==> src/rtl/cpu_pkg.sv <==
// Shared CPU front-end definitions: datapath widths, program image bounds
// and the fetch sequencer state encoding.
package cpu_pkg;

   localparam int INSTR_W = 16;
   localparam int ADDR_W  = 16;

   localparam logic [ADDR_W-1:0] RESET_PC_DEF = 16'h0000;
   localparam logic [ADDR_W-1:0] PROG_END_DEF = 16'h0032;

   typedef enum logic [1:0] {
      FETCH  = 2'd0,
      DRAIN  = 2'd1,
      HALTED = 2'd2
   } fetch_state_e;

   // Instructions are halfword aligned; the low address bit is dropped.
   function automatic logic [ADDR_W-1:0] align_pc(input logic [ADDR_W-1:0] addr);
      return {addr[ADDR_W-1:1], 1'b0};
   endfunction

endpackage

==> src/rtl/fetch_fifo.sv <==
// Show-ahead synchronous FIFO holding {pc, instruction} prefetch entries.
// Flush empties the queue and takes priority over a same-cycle push.
module fetch_fifo
   import cpu_pkg::*;
#(
   parameter int DEPTH = 2,
   parameter int WIDTH = 2 * INSTR_W
) (
   input  logic             clk,
   input  logic             rst,
   input  logic             push_i,
   input  logic             pop_i,
   input  logic             flush_i,
   input  logic [WIDTH-1:0] wdata_i,
   output logic [WIDTH-1:0] rdata_o,
   output logic             full_o,
   output logic             empty_o,
   output logic             one_o
);

   localparam int PTR_W = (DEPTH > 1) ? $clog2(DEPTH) : 1;
   localparam int CNT_W = $clog2(DEPTH + 1);

   logic [WIDTH-1:0] mem_q [DEPTH];
   logic [PTR_W-1:0] wr_ptr_q, rd_ptr_q;
   logic [CNT_W-1:0] count_q, count_d;
   logic             do_push, do_pop;

   assign empty_o = (count_q == '0);
   assign full_o  = (count_q == CNT_W'(DEPTH));
   assign one_o   = (count_q == CNT_W'(1));
   assign rdata_o = mem_q[rd_ptr_q];

   // A full queue still accepts a push when the head leaves in the same cycle.
   assign do_pop  = pop_i && !empty_o;
   assign do_push = push_i && (!full_o || do_pop);

   always_comb begin
      count_d = count_q;
      case ({do_push, do_pop})
         2'b10:   count_d = count_q + CNT_W'(1);
         2'b01:   count_d = count_q - CNT_W'(1);
         default: count_d = count_q;
      endcase
   end

   always_ff @(posedge clk) begin
      if (rst || flush_i) begin
         wr_ptr_q <= '0;
         rd_ptr_q <= '0;
         count_q  <= '0;
      end else begin
         if (do_push) wr_ptr_q <= wr_ptr_q + PTR_W'(1);
         if (do_pop)  rd_ptr_q <= rd_ptr_q + PTR_W'(1);
         count_q <= count_d;
      end
   end

   always_ff @(posedge clk) begin
      if (do_push && !flush_i) mem_q[wr_ptr_q] <= wdata_i;
   end

endmodule

==> src/rtl/fetch_unit.sv <==
// Instruction fetch sequencer: owns the PC, prefetches into a small buffer
// and hands entries to decode over valid/ready, with redirect flush and halt.
module fetch_unit
   import cpu_pkg::*;
#(
   parameter logic [ADDR_W-1:0] RESET_PC = RESET_PC_DEF,
   parameter logic [ADDR_W-1:0] PROG_END = PROG_END_DEF,
   parameter int                DEPTH    = 2
) (
   input  logic               clk,
   input  logic               rst,
   output logic [ADDR_W-1:0]  pc,
   input  logic [INSTR_W-1:0] instruction,
   input  logic               redirect_valid,
   input  logic [ADDR_W-1:0]  redirect_pc,
   output logic               instr_valid,
   input  logic               instr_ready,
   output logic [INSTR_W-1:0] instr_out,
   output logic [ADDR_W-1:0]  instr_pc,
   output logic               halted
);

   localparam int ENTRY_W = ADDR_W + INSTR_W;

   fetch_state_e        state_q;
   logic [ADDR_W-1:0]   pc_q, pc_inc_d, redir_tgt_d;
   logic                halted_q;
   logic                fifo_full, fifo_empty, fifo_one;
   logic                push_d, pop_d, pc_in_range_d;
   logic [ENTRY_W-1:0]  head_entry;

   assign pc_inc_d      = pc_q + ADDR_W'(2);
   assign redir_tgt_d   = align_pc(redirect_pc);
   assign pc_in_range_d = (pc_q < PROG_END);

   assign pop_d  = !fifo_empty && instr_ready;
   assign push_d = (state_q == FETCH) && pc_in_range_d && !redirect_valid
                   && (!fifo_full || pop_d);

   fetch_fifo #(
      .DEPTH (DEPTH),
      .WIDTH (ENTRY_W)
   ) u_fifo (
      .clk     (clk),
      .rst     (rst),
      .push_i  (push_d),
      .pop_i   (pop_d),
      .flush_i (redirect_valid),
      .wdata_i ({pc_q, instruction}),
      .rdata_o (head_entry),
      .full_o  (fifo_full),
      .empty_o (fifo_empty),
      .one_o   (fifo_one)
   );

   always_ff @(posedge clk) begin
      if (rst) begin
         state_q  <= FETCH;
         pc_q     <= RESET_PC;
         halted_q <= 1'b0;
      end else if (redirect_valid) begin
         // Out-of-image targets drain the (now empty) buffer and halt next cycle.
         pc_q     <= redir_tgt_d;
         halted_q <= 1'b0;
         state_q  <= (redir_tgt_d < PROG_END) ? FETCH : DRAIN;
      end else begin
         case (state_q)
            FETCH: begin
               if (!pc_in_range_d) begin
                  state_q <= DRAIN;
               end else if (push_d) begin
                  pc_q <= pc_inc_d;
                  if (pc_inc_d >= PROG_END) state_q <= DRAIN;
               end
            end
            DRAIN: begin
               if (fifo_empty || (fifo_one && pop_d)) begin
                  state_q  <= HALTED;
                  halted_q <= 1'b1;
               end
            end
            HALTED: begin
               halted_q <= 1'b1;
            end
            default: begin
               state_q  <= FETCH;
               halted_q <= 1'b0;
            end
         endcase
      end
   end

   assign pc          = pc_q;
   assign halted      = halted_q;
   assign instr_valid = !fifo_empty;
   // Stale storage is masked so the outputs read zero whenever nothing is valid.
   assign instr_out   = fifo_empty ? '0 : head_entry[INSTR_W-1:0];
   assign instr_pc    = fifo_empty ? '0 : head_entry[ENTRY_W-1:INSTR_W];

endmodule

==> config.mk <==
export PLATFORM = sky130hd
export DESIGN_NAME = fetch_unit
export DESIGN_NICKNAME = d
export VERILOG_FILES = /design/src/rtl/cpu_pkg.sv /design/src/rtl/fetch_fifo.sv /design/src/rtl/fetch_unit.sv
export SDC_FILE = /design/constraint.sdc
export NUM_CORES = 1
export LEC_CHECK = 0
export ABC_AREA = 1
export CAP_MARGIN = 20
export CORE_UTILIZATION = 50
export CTS_CLUSTER_SIZE = 40
export DETAILED_ROUTE_END_ITERATION = 12
export MAX_ROUTING_LAYER = met4
export PLACE_DENSITY_LB_ADDON = 0.25
export SLEW_MARGIN = 20
export SYNTH_ARGS = -nofsm -noshare
export SYNTH_HDL_FRONTEND = slang
export SYNTH_SLANG_ARGS = --single-unit
==> constraint.sdc <==
create_clock -name clk -period 6.66 [get_ports clk]
set_input_delay 1.998 -clock clk [delete_from_list [all_inputs] [get_ports clk]]
set_output_delay 1.998 -clock clk [all_outputs]
set_load 0.03 [all_outputs]
==> results.md <==
* Status: finished clean
* Post-synthesis mux area share at 0%
* DR WL/cell at roughly 14 um
* Most used cell, CP: inv_1
* Maximum Capacitance Violations at 0
* Class of the most critical hold timing path: flip-flop to flip-flop
* Pwr dens at 217 nW/um^2
* Top-area cell type share of the netlist area at 47.8%
* Layout Utilization at around 67%
* Post_cts resized at 0
* Clock root cell: clkbuf_8
* First-pass GRT wire length at ~14,000 um
* Post-DP HPWL at approximately 5700 um
* Final hold vios at 0
* Setup TNS at 0 ns
* Relative slew slack at 33.9%
* Post-synth ARST share at 0%
* Setup Skew at about 0.014 ns
* Critical path arrival at about 2.9 ns
* Most used DFF post-synth: edfxtp_1
* Ports at between 80 and 90
* Crit share post-route at between 70% and 80%
* Area Growth Syn to Fin at 27.6%
* Simple-Gate Fraction of Synth Area at approximately 23%
* Post-Route WL at around 8400 um
* Synthesized area per cell at between 9 and 10 um^2
* Worst Setup Path Type: flip-flop to output port
* Final Critical Period at just under 5 ns
* CTS tree: yes
* Largest net degree at the start of global routing at 34
* DIE WIDTH at about 90 um
* Final setup viols at 0
* Post-CTS setup buffers at 0
* CTS buffer count at 9
* Die area at 8150 um^2
* Setup WS pre-CTS at 1.57 ns
* WP buf/inv at 3
* Synth unique cells at 29
* VDD IR max at 0.130 mV
* Slew @ Worst Pin at 0.990 ns
* CP max FO at 33
* Vias in the first global route at roughly 2,900
* Critical Path Max Stage Delay at ~0.73 ns
* Final worst setup slack at roughly 1.8 ns
* CP endpoint kind: output port
* Area share of fa/ha/maj cells after synthesis at under 10%
* EDFF count, synth at a little over 60
* Flops & latches, synth at 85
* Via/cell ratio at 5.27
* Clock sinks at 85
* Post-synthesis xor/xnor area fraction at less than 1%
* Max Freq at just over 0.2 GHz
* Total number of vias at 3,159
* RSZ-0062 raised after global routing: no
* Cells after synthesis at around 420
* Top area cells in the synthesized netlist: edfxtp_1 (48%), dfxtp_1 (12%), nor2_1 (8.1%)
* Initial antenna violation count at 0
* Most frequent cell after synthesis: nor2_1
* Crit-path cells: inv_1, ha_1, inv_1, o21ai_0, nor2_1, clkdlybuf4s50_1
* Layout Nets at approximately 540
* CP top delay family: buffers and inverters
* Clock latency on the worst-skew pair at roughly 0.36 ns
* First DRT Iteration DRCs at 205
* Leak pwr at between 1.5 and 2 nW
* Cts hold-fix bufs at 0
* Placer Congestion at 0.921
* Die H at around 90 um
* Synth Area in Compound Gates at under 10%
* Top post-synthesis cells by count: nor2_1 (84), nand2_1 (63), edfxtp_1 (62)
* Dpl cells at between 500 and 600
* Global route total overflow at 0
* CTS max path bufs at 2
* # diodes at 0
* Finished Layout Cells at 600
* Final Power at ~1.1 mW
* I/O Buffers at just over 80
* Layout cells sized above 1 at approximately 5.4%
* Startpoint types: flip-flop
* Clock transition at path regs at approximately 0.080 ns
* CORE AREA at ~7400 um^2
* Yosys warnings at 0
* Critical path's slowest cell: clkdlybuf4s50_1
* H-Tree Depth at 3
* Remaining DRCs at 0
* Synth area leader: edfxtp_1
* Largest family of logic cells by synthesized area: simple AND/OR/NAND/NOR gates
* Max Slew Vio Count at 0
* Antenna-violating nets left at 0
* Required time of the worst setup path at around 4.7 ns
* Synth Cell Area at around 3900 um^2
* GR Util All Layers at between 20 and 25%
* Row Count at 31
* 1st-pass router iterations at 4
* Initial core utilization at 52.6%
* Share of the yosys chip area belonging to registers at just under 60%
final timing paths:
kind                                                       to                      startpoint  cells after the start  slack (ns)
worst min-delay path                      halted$_SDFFE_PP0P_             halted$_SDFFE_PP0P_                      2        0.48
worst min register to register            halted$_SDFFE_PP0P_             halted$_SDFFE_PP0P_                      2        0.48
worst max-delay path                             instr_pc[15]  u_fifo.count_q[0]$_SDFFE_PP0P_                      6        1.78
worst max register to register  u_fifo.mem_q[0][13]$_DFFE_PP_  u_fifo.count_q[0]$_SDFFE_PP0P_                      6        4.00
kinds of logic (layout without fill, tap and decap cells):
family                   after synthesis  after routing
AND/OR/NAND/NOR                      206            206
adder cells (fa/ha/maj)               10             10
XOR/XNOR                               3              3
buffers and inverters                 48            132
AO/OA/AOI/OAI                         63             63
flip-flops                            85             85
other                                  1              2
per-stage QoR:
step                hold WS (ns)  area [um^2]
finish                     0.484         4970
global route               0.516         4970
global placement           0.464         4800
detailed placement         0.467         4800
floorplan                  0.477         3900
CTS                        0.485         4970
worst reg2reg max path: stages (launching register included):
cell     delay [ns]
dfxtp_1        0.38
inv_1          0.07
ha_1           0.22
o21ai_0        0.50
nand3_2        0.50
nor2_2         0.23
buf_4          0.40
final cells by class:
class	count	area (um^2)
clock buffers	9	124
clock inverters	7	50.0
fillers	597	2440
inverters	31	116
multi-input cells	284	1390
flip-flops and latches	85	2320
well taps	99	124
repair buffers	85	843
where the power goes:
group / total [mW] / switching [mW] / internal (mW)
combinational: 0.149 / 0.0863 / 0.0624
sequential: 0.601 / 0.0177 / 0.583
clock: 0.327 / 0.190 / 0.137
sequential cells by signal, indices dropped and copies added, names as in the netlist, named ones only:
name and flops:
halted 1, state_q 2, u_fifo.mem_q 62, u_fifo.rd_ptr_q 1, u_fifo.wr_ptr_q 1, u_fifo.count_q 2, pc 15
placed cells by master, fill, tap and decap left out, types with 9 or more instances in the layout:
cell type	instances
clkdlybuf4s50_1	82
dfxtp_1	23
a21oi_1	14
nand3_1	28
o21ai_0	42
nor2_1	82
clkbuf_8	9
nand4_1	9
ha_1	10
nor3_1	9
inv_1	31
edfxtp_1	62
nand2_1	63
routing by layer:
layer  vias to the layer above  GRT usage (%)  routed length [um]  part of all wire (%)
met2                       111           36.7                4120                    49
met5                         -              -                   0                     0
li1                       1575              -                   -                     -
met1                      1459           26.8                3660                    43
met3                        14           4.12                 487                   5.8
met4                         0           9.81                 143                   1.7
Power figures use the tool's default switching activity.
